<file path="config.mk">
export PLATFORM = sky130hd
export DESIGN_NAME = cs_unit_flat
export DESIGN_NICKNAME = d
export VERILOG_FILES = /design/src/rtl/cs_pkg.sv /design/src/rtl/cs_if.sv /design/src/rtl/cs_appr.sv /design/src/rtl/cs_unit.sv /design/src/flat_wrapper.sv
export SDC_FILE = /design/constraint.sdc
export NUM_CORES = 1
export LEC_CHECK = 0
export ABC_CLOCK_PERIOD_IN_PS = 17600
export BUFFER_PORTS_ARGS = -buffer_cell sky130_fd_sc_hd__clkbuf_2
export CORE_UTILIZATION = 50
export CTS_CLUSTER_SIZE = 25
export DETAILED_ROUTE_END_ITERATION = 6
export PLACE_DENSITY = 0.68
export SYNTH_ARGS = -nofsm -noshare
export SYNTH_HDL_FRONTEND = slang
export SYNTH_SLANG_ARGS = --single-unit
</file>
<file path="constraint.sdc">
create_clock -name clk -period 17.6 [get_ports clk]
set_input_delay 0.88 -clock clk [delete_from_list [all_inputs] [get_ports clk]]
set_output_delay 0.88 -clock clk [all_outputs]
set_load 0.03 [all_outputs]
</file>
<file path="src/rtl/cs_pkg.sv">
// Shared widths, sample type and the x9 helper for the approximate-average filter.
package cs_pkg;

    localparam int N_WIN = 9;
    localparam int W_X   = 8;
    localparam int W_Y   = 10;
    localparam int W_SUM = 12;
    localparam int W_ACC = 13;

    typedef logic [W_X-1:0] sample_t;

    // 9*x as a shift-and-add; 9*255 = 2295 still fits the sum width.
    function automatic logic [W_SUM-1:0] times9(sample_t x);
        logic [W_SUM-1:0] wide;
        wide   = W_SUM'(x);
        times9 = (wide << 3) + wide;
    endfunction

endpackage

</file>
<file path="src/rtl/cs_if.sv">
// Sample/result stream between the producer and the cs_unit filter stage.
interface cs_if;
    import cs_pkg::*;

    sample_t          X;
    logic [W_Y-1:0]   Y;

    modport master (output X, input Y);
    modport slave  (input X, output Y);

endinterface

</file>
<file path="src/rtl/cs_appr.sv">
// Picks the largest window sample whose ninefold value does not exceed the window sum.
module cs_appr
    import cs_pkg::*;
(
    input  sample_t            win [N_WIN],
    input  logic [W_SUM-1:0]   sum,
    output sample_t            appr
);

    localparam int N_PAD = 16;

    sample_t cand [N_PAD];

    function automatic sample_t max2(sample_t a, sample_t b);
        return (a > b) ? a : b;
    endfunction

    // NOTE: every element gets a default before any conditional write, so no latch is inferred.
    always_comb begin
        for (int i = 0; i < N_PAD; i++) begin
            cand[i] = '0;
        end
        for (int i = 0; i < N_WIN; i++) begin
            if (times9(win[i]) <= sum) begin
                cand[i] = win[i];
            end
        end
        // Balanced in-place reduction: each level reads indices at or above the one it writes.
        for (int step = N_PAD / 2; step >= 1; step = step / 2) begin
            for (int i = 0; i < step; i++) begin
                cand[i] = max2(cand[2*i], cand[2*i+1]);
            end
        end
        appr = cand[0];
    end

endmodule

</file>
<file path="src/rtl/cs_unit.sv">
// Sliding nine-sample approximate-average filter with a single registered output stage.
module cs_unit
    import cs_pkg::*;
(
    input  logic  clk,
    input  logic  reset,
    cs_if.slave   bus
);

    sample_t            hist [1:N_WIN-1];
    sample_t            win  [N_WIN];
    logic [W_SUM-1:0]   sum;
    sample_t            appr;
    logic [W_ACC-1:0]   acc;
    logic [W_Y-1:0]     y_q;

    always_comb begin
        win[0] = bus.X;
        for (int k = 1; k < N_WIN; k++) begin
            win[k] = hist[k];
        end
    end

    always_comb begin
        sum = '0;
        for (int i = 0; i < N_WIN; i++) begin
            sum = sum + W_SUM'(win[i]);
        end
    end

    cs_appr u_appr (
        .win  (win),
        .sum  (sum),
        .appr (appr)
    );

    assign acc = W_ACC'(sum) + W_ACC'(times9(appr));

    // NOTE: the history is a handful of flops, not a RAM, so it is cleared on reset to give zero-filled windows.
    always_ff @(posedge clk) begin
        if (reset) begin
            for (int k = 1; k < N_WIN; k++) begin
                hist[k] <= '0;
            end
            y_q <= '0;
        end else begin
            // NOTE: non-blocking assignments let every stage shift from the pre-edge values.
            hist[1] <= bus.X;
            for (int k = 2; k < N_WIN; k++) begin
                hist[k] <= hist[k-1];
            end
            y_q <= acc[W_ACC-1:3];
        end
    end

    assign bus.Y = y_q;

endmodule

</file>
<file path="src/flat_wrapper.sv">
// flat-port wrapper written by rule: the top's interface ports become plain ports
module cs_unit_flat import cs_pkg::*;
  (clk, reset, bus_X, bus_Y);
  cs_if bus_i ();
  input  logic clk;
  input  logic reset;
  input wire logic [$bits(bus_i.X)-1:0] bus_X;
  output wire logic [$bits(bus_i.Y)-1:0] bus_Y;
  assign bus_i.X = bus_X;
  assign bus_Y = bus_i.Y;
  cs_unit u_core (.clk(clk), .reset(reset), .bus(bus_i));
endmodule
</file>
==> flow_summary.yaml, run 1 <==
outcome:
  outcome: "complete, no violations"
routing:
  ant_nets: 0
  wl_met2_mm: 15.6
  route.detailed.drc: 0
  dr_wl_met3_mm: 1.88
  viasPerCell: 5.87
  drt_iter0_drc: 748
  highest_layer: "met4"
  wl_per_cell_um: 19.4
  routed_wl_mm: 33.8
  wl_met1_mm: 15.6
  via_count: 10200
  dr.pass1.iters: 5
worst_setup_path:
  crit_path_max_incr_delay_ns: 0.54
  worstSetupStartpointType: "input port"
  path_max_fanout: 14
  cp_num_buf_inv: 8
  worstPathRequired_ns: 17.84
  end_kind: "register"
  path_class: "input port to register"
  worstPathArrival_ns: 16.85
  critical-path-top-delay-family: "compound AO/OA/AOI/OAI gates"
  cp_slowest_cell: "fa_1"
synthesis:
  yosysMostFrequentCell: "ha_1"
  synthMuxAreaShare_pct: 1.52
  ys_ff_latch: 74
  synth_area_leaders: "ha_1 (26%), dfxtp_1 (13%), fa_1 (10%), inv_1 (4.4%), nor2b_1 (4.3%)"
  ys_seq_area_share_pct: 12.5
  avgSynthCellArea_um2: 8.42
  synth_area_leader_cell: "ha_1"
  yosys-top-cells-count: "ha_1 (243), inv_1 (140), a21oi_1 (94), nand2_1 (86), nor2b_1 (82)"
  synth_flop_cell: "dfxtp_1"
  synth_top_area_share_pct: 25.7
  synth_top_family_by_area: "adder cells"
  synth-simple-area-share_pct: 18.3
  ys_types: 83
  yosys.area_share.adder_pct: 36.5
  synth_edf_count: 0
  ys_warn_count: 0
  netlist_area_mm2: 0.0118
  netlist_instances: 1404
  synth_compound_area_share_pct: 20.3
  async_flop_share_pct: 0
  synth-xor-area-share_pct: 5.25
  syn_nets: 1719
timing:
  setup_viol: 0
  fmax_ghz: 0.0602
  finalSetupTns_ns: 0
  slew_headroom_pct: 38.8
  finalMaxSlewViolations: 0
  hold_violations: 0
  skew_ns: 0.0119
  tightest_slew_ns: 0.919
  finalCritPeriodShare_pct: 94.4
  fin_crit_ns: 16.61
floorplanning:
  dieArea_mm2: 0.0243
  start_util_pct: 51.6
  dieWidth_um: 156
  row_count: 55
  die_y_um: 156
  core-area_mm2: 0.0229
  boundaryPins: 20
cts:
  numCtsBuffers: 9
  cts.path.max_buffers: 2
  clk_pin_slew_worst_paths_ns: 0.07
  ctsHoldBuffers: 0
  htree_levels: 3
  clock-sinks: 74
  cts_tree: "yes"
  cts-root-buf: "clkbuf_16"
  worstSkewPairLatency_ns: 0.36
place:
  routabilityCongestion: 0.992
  io_buffer_count: 19
  hpwl_mm: 26.5
pwr:
  finalPower_uw: 1900
  p_leak_uw: 0.00610
  vdd_drop_max_uv: 155
  pwr_density_cell_mw_per_mm2: 150
final_layout:
  layout.nets: 1740
  layout-drive-gt1-share_pct: 6.99
  diodes: 0
  fillers: 2160
  area_delta_synth_final_pct: 7.40
global_route:
  grt_usage_pct: 28.9
  overflow: 0
  grt_max_degree: 79
  grt_antenna_before_repair: 0
  grt_pass1_wl_mm: 53.5
  grt_pass1_vias: 9786
job:
  cap_violations: 0
hold_path:
  hold_path_class: "register to register"
==> path summary, 6_finish.rpt <==
| check | cells after the start | slack (ns) | to | start |
|---|---|---|---|---|
| worst max-delay path | 79 | 0.99 | u_core.bus.Y[8] | bus_X[1] |
| worst min register to register | 2 | 0.54 | u_core.hist[0][64] | u_core.hist[0][56] |
| worst max register to register | 80 | 1.20 | u_core.bus.Y[8] | u_core.hist[0][8] |
| worst min-delay path | 2 | 0.54 | u_core.hist[0][64] | u_core.hist[0][56] |
==> cells by family (layout without fill, tap and decap cells) <==
family                   after synthesis  in the layout
multiplexers                          17             17
adder cells (fa/ha/maj)              308            308
buffers and inverters                172            198
AND/OR/NAND/NOR                      402            402
flip-flops                            74             74
XOR/XNOR                              70             70
AO/OA/AOI/OAI                        361            361
==> layout make-up <==
type | count | area (µm²) | area share (%)
Timing Repair Buffer | 41 | 264 | 2.08
Tap cell | 313 | 392 | 3.08
Clock inverter | 4 | 50.0 | 0.394
Sequential cell | 74 | 1480 | 11.7
Multi-Input combinational cell | 1158 | 9730 | 76.6
Clock buffer | 12 | 256 | 2.02
Inverter | 141 | 532 | 4.19
==> registers in the layout (all words and copies together) (netlist names) <==
register      cells
u_core.hist      64
u_core.bus.Y     10
==> cells in the final DEF, fill, tap and decap left out, types with 11 or more instances in the layout <==
cell,Yosys,layout
ha_1,243,243
inv_1,140,140
a21oi_1,94,92
nand2_1,86,86
nor2b_1,82,82
nor2_1,75,74
dfxtp_1,74,74
o21ai_0,65,63
fa_1,62,62
a21o_1,57,57
xnor2_1,52,51
nand3_1,36,36
nand4_1,26,26
and2_1,22,22
buf_4,0,21
o21a_1,18,18
clkbuf_2,2,18
xor2_1,17,16
o21bai_1,12,12
o211ai_1,11,11
a31oi_1,11,11
a211oi_1,11,11
==> power breakdown <==
part           internal (µW)  total, µW  switching, µW
clock network            118        199           81.5
logic                    604       1510            908
registers                183        193           9.86
==> metal layers <==
layer	GRT usage (%)	up-vias
met5	0	-
met4	6.77	0
met2	49.0	265
met1	38.8	4831
met3	3.92	48
li1	-	5082
==> timing repair <==
action                                  CTS  global route
endpoints found under the setup margin    0             9
setup buffers                             0             2
resized for setup                         0            12
==> per-stage QoR <==
step	cells	util [%]	hold slack, ns	area [µm²]	worst slack (ns)
floorplan	1404	-	0.470	11800	0.648
CTS	1741	55.2	0.537	12600	0.629
global route	1743	55.4	0.563	12700	-0.0222
finish	1743	55.4	0.535	12700	0.991
detailed placement	1725	53.8	0.522	12300	0.309
global placement	1725	53.8	0.526	12300	0.679
==> tightest hold or removal path: stages, from the launching register on <==
cell and delay [ns]:
dfxtp_1 0.35, inv_1 0.09, nor2_1 0.05
No activity file was read; power rests on OpenSTA's default activity.
==> inputs of run 2 (changes only) <==
PLACE_DENSITY = 0.7   (was 0.68)
==> flow_summary.yaml, run 2 (same netlist as run 1, synthesis figures left out) <==
global_route:
  overflow: 0
  use_met3_pct: 5.61
  met2_usage_pct: 48.0
  top_usage_layer: "met2"
  grt_max_degree: 79
  met1_usage_pct: 37.0
  grt_pass1_wl_mm: 54.2
  grt_antenna_before_repair: 0
  grt_pass1_vias: 10100
  grt_usage_pct: 29.2
cts:
  clk_pin_slew_worst_paths_ns: 0.07
  numCtsBuffers: 9
  clock-sinks: 74
  cts.path.max_buffers: 2
  cts-root-buf: "clkbuf_16"
  cts_tree: "yes"
  worstSkewPairLatency_ns: 0.36
  ctsHoldBuffers: 0
  htree_levels: 3
final_layout:
  regMostFlops: "u_core.hist"
  register_area_mm2: 0.00148
  area_delta_synth_final_pct: 8.11
  layout-drive-gt1-share_pct: 7.53
  multi_input_area_mm2: 0.00974
  diodes: 0
  finish.utilization_pct: 55.8
  fillers: 2098
  final_common_cell: "ha_1"
  layout.nets: 1744
  layout_common_cells: "ha_1 (243), inv_1 (140), a21oi_1 (91)"
  largest_reg_flops: 64
routing:
  drt_iter0_drc: 718
  ant_nets: 0
  via_count: 10500
  viasPerCell: 5.99
  wl_per_cell_um: 19.5
  dr.pass1.iters: 5
  route.detailed.drc: 0
  routed_wl_mm: 34.0
timing:
  slew_headroom_pct: 38.7
  tightest_slew_ns: 0.920
  finalMaxSlewViolations: 0
  skew_ns: 0.0122
  finalCritPeriodShare_pct: 95.3
  fin_crit_ns: 16.78
  finalSetupTns_ns: 0
  rsz0062_at_grt: "no"
  hold_violations: 0
  setup_viol: 0
  fmax_ghz: 0.0596
worst_setup_path:
  r2r_start: "u_core.hist[0][8]"
  crit_path_max_incr_delay_ns: 0.55
  path_class: "input port to register"
  cp_common_cell: "ha_1"
  path_max_fanout: 10
  worstSetupStartpointType: "input port"
  cp_slowest_cell: "fa_1"
  critPathLaunch: "bus_X[0]"
  end_kind: "register"
  worstPathArrival_ns: 17.02
  worstPathRequired_ns: 17.84
pwr:
  vdd_drop_max_uv: 156
  p_leak_uw: 0.00614
  pwr_density_cell_mw_per_mm2: 152
floorplanning:
  die_y_um: 156
  core-area_mm2: 0.0229
  dieArea_mm2: 0.0243
  row_count: 55
  dieWidth_um: 156
  boundaryPins: 20
  start_util_pct: 51.6
place:
  routabilityCongestion: 1.01
  hpwl_mm: 26.7
  io_buffer_count: 19
hold_path:
  min_from: "u_core.hist[0][56]"
  hold_path_class: "register to register"
outcome:
  outcome: "complete, no violations"
job:
  cap_violations: 0
==> run 2: cell count changes in the layout (fill, tap and decap cells not counted), sizes merged <==
cell and delta:
buf +3, clkinvlp -1, clkinv -1, clkbuf -2, bufinv +2, inv +3
==> run 2: path summary, 6_finish.rpt <==
kind	endpoint	slack, ns	cells past startpoint
min reg2reg	u_core.hist[0][64]	0.54	2
max	u_core.bus.Y[8]	0.82	78
max reg2reg	u_core.bus.Y[8]	0.94	77
min	u_core.hist[0][64]	0.54	2
==> run 2: routing by layer <==
metal / wire length (µm) / share of wire [%]
met5: 0 / 0
met3: 2520 / 7.4
met1: 14500 / 43
met4: 1500 / 4.4
met2: 15500 / 45
==> run 2: stage by stage <==
step / power [µW] / area [µm²] / hold slack, ns / setup slack [ns] / std cells
after CTS: 1900 / 12700 / 0.532 / 0.411 / 1743
after global placement: 1640 / 12300 / 0.517 / 0.511 / 1727
final: 1950 / 12800 / 0.538 / 0.821 / 1747
after global routing: 2140 / 12800 / 0.559 / 0.00452 / 1747
after floorplan: 1290 / 11800 / 0.470 / 0.648 / 1404
after detailed placement: 1660 / 12300 / 0.522 / 0.0688 / 1727
==> run 2: worst max-delay path: cells and delay by family <==
| family | cells | cell delay [ns] |
|---|---|---|
| compound gates | 37 | 6.71 |
| fa+ha+maj | 14 | 5.16 |
| simple gates | 12 | 1.54 |
| buf+inv | 11 | 1.33 |
| mux | 3 | 1.08 |
| xor+xnor | 1 | 0.27 |
==> run 2: final cells by class <==
cell class,instances,area share [%]
timing repair buffer,45,2.28
clock inverter,7,0.969
inverter,141,4.16
clock buffer,9,1.76
sequential,74,11.6
tap,313,3.06
multi-input combinational,1158,76.2
==> run 2: repair_timing <==
action                                 4_1_cts  5_1_grt
buffers inserted                             0        3
setup endpoints to repair                    0        9
gates resized for setup                      0       21
endpoints found under the hold margin        0        0
==> run 2: report_power, final <==
part	internal (µW)	switching, µW	total (µW)	leakage (µW)
Sequential	183	8.86	192	0.000603
Combinational	613	915	1530	0.00537
Clock	140	88.5	229	0.000167
Total	936	1010	1950	0.00614
==> inputs of run 3 (changes only) <==
SYNTH_HIERARCHICAL = 1   (was default)
==> flow_summary.yaml, run 3 <==
outcome:
  outcome: "complete, no violations"
synthesis:
  async_flop_share_pct: 0
  ys_warn_count: 6
  synth_flop_cell: "dfxtp_1"
  yosys-top-cells-count: "ha_1 (243), inv_1 (178), a21oi_1 (114), nand2_1 (93), nor2_1 (78)"
  syn_nets: 1687
  synth_edf_count: 0
  synth_top_area_share_pct: 26.4
  ys_seq_area_share_pct: 12.9
  netlist_instances: 1366
  synth_area_leaders: "ha_1 (26%), dfxtp_1 (13%), fa_1 (12%), inv_1 (5.8%), a21oi_1 (5.0%)"
  ys_types: 78
  synth_area_leader_cell: "ha_1"
  yosysMostFrequentCell: "ha_1"
  netlist_area_mm2: 0.0115
  avgSynthCellArea_um2: 8.44
  ys_ff_latch: 74
place:
  hpwl_mm: 25.4
  io_buffer_count: 19
  routabilityCongestion: 0.938
cts:
  worstSkewPairLatency_ns: 0.36
  cts.path.max_buffers: 2
  clock-sinks: 74
  ctsHoldBuffers: 0
  numCtsBuffers: 9
  cts_tree: "yes"
  cts-root-buf: "clkbuf_16"
  post-cts-setup-buffers: 0
  clk_pin_slew_worst_paths_ns: 0.07
  cts.repair.resized: 0
  htree_levels: 3
worst_setup_path:
  reg2reg_depth: 67
  critPathLaunch: "u_core/hist[0][18]"
  cp_common_cell: "inv_1"
  worstSetupStartpointType: "register"
  cp_num_buf_inv: 9
  path_class: "register to register"
  path_max_fanout: 15
  cp_slowest_cell: "o41ai_2"
  critical_path_depth: 67
  end_kind: "register"
  worstPathArrival_ns: 16.77
  r2r_start: "u_core/hist[0][18]"
  crit_path_max_incr_delay_ns: 0.97
  worstPathRequired_ns: 17.84
  critical-path-top-delay-family: "compound AO/OA/AOI/OAI gates"
timing:
  finalMaxSlewViolations: 0
  rsz0062_at_grt: "no"
  fmax_ghz: 0.0605
  finalSetupTns_ns: 0
  setup_viol: 0
  finalCritPeriodShare_pct: 93.9
  skew_ns: 0.00930
  slew_headroom_pct: 26.0
  tightest_slew_ns: 1.10
  fin_crit_ns: 16.53
  hold_violations: 0
routing:
  route.detailed.drc: 0
  routed_wl_mm: 33.2
  wl_per_cell_um: 19.9
  drt_iter0_drc: 818
  dr.pass1.iters: 5
  ant_nets: 0
  viasPerCell: 6.09
  via_count: 10200
floorplanning:
  row_count: 55
  die_y_um: 154
  core-area_mm2: 0.0226
  boundaryPins: 20
  dieArea_mm2: 0.0237
  start_util_pct: 50.9
  dieWidth_um: 154
final_layout:
  regMostFlops: "u_core/hist"
  final_common_cell: "ha_1"
  fillers: 2071
  area_delta_synth_final_pct: 6.43
  diodes: 0
  layout.nets: 1704
  largest_reg_flops: 64
  layout_common_cells: "ha_1 (243), inv_1 (178), a21oi_1 (114)"
  layout-drive-gt1-share_pct: 5.33
job:
  cap_violations: 0
hold_path:
  holdPathStages: 1
  hold_path_class: "register to register"
  min_from: "u_core/hist[0][0]"
global_route:
  overflow: 0
  grt_antenna_before_repair: 0
  grt_pass1_wl_mm: 52.7
  grt_pass1_vias: 9905
  grt_usage_pct: 28.9
  grt_max_degree: 77
[run 3: area by class of cell]
class | instances | area (µm²) | share of cell area, %
Multi-Input combinational cell | 1097 | 9310 | 75.9
Sequential cell | 74 | 1480 | 12.1
Inverter | 179 | 672 | 5.48
Tap cell | 285 | 357 | 2.91
Clock buffer | 10 | 239 | 1.95
Timing Repair Buffer | 22 | 118 | 0.959
Clock inverter | 6 | 90.1 | 0.735
[run 3: cell families after synthesis]
logic type               Yosys count  share of synthesized area [%]
multiplexers                       7                          0.662
adder cells (fa/ha/maj)          311                           38.2
buffers and inverters            195                           6.44
AO/OA/AOI/OAI                    340                           20.3
XOR/XNOR                          66                           5.02
AND/OR/NAND/NOR                  373                           16.5
flip-flops                        74                           12.9
[run 3: per-layer routing]
metal | track usage [%] | share of wire, % | up-vias
met3 | 4.62 | 8.0 | 68
met5 | 0 | 0 | -
met4 | 11.2 | 3.4 | 0
met1 | 37.9 | 44 | 4877
li1 | - | - | 4870
met2 | 47.6 | 45 | 381
[run 3: per-stage QoR]
step           hold slack [ns]  setup WS [ns]  instance area [µm²]  cells  util (%)
6_report                 0.566           1.07                12300   1673      54.2
5_1_grt                  0.588          0.114                12300   1673      54.2
4_1_cts                  0.567           1.37                12300   1673      54.2
3_5_place_dp             0.561           1.17                11900   1657      52.7
3_3_place_gp             0.551           1.53                11900   1657      52.7
2_1_floorplan            0.490           3.00                11500   1366         -
[run 3: final timing paths]
check / slack, ns / end
worst max-delay path: 1.07 / u_core/bus.Y[7]
worst min-delay path: 0.57 / u_core/hist[0][8]
worst max register to register: 1.07 / u_core/bus.Y[7]
worst min register to register: 0.57 / u_core/hist[0][8]
Power of run 3 is not shown: default switching activity piles up to over one toggle a cycle in this logic, so the estimate is an artifact.
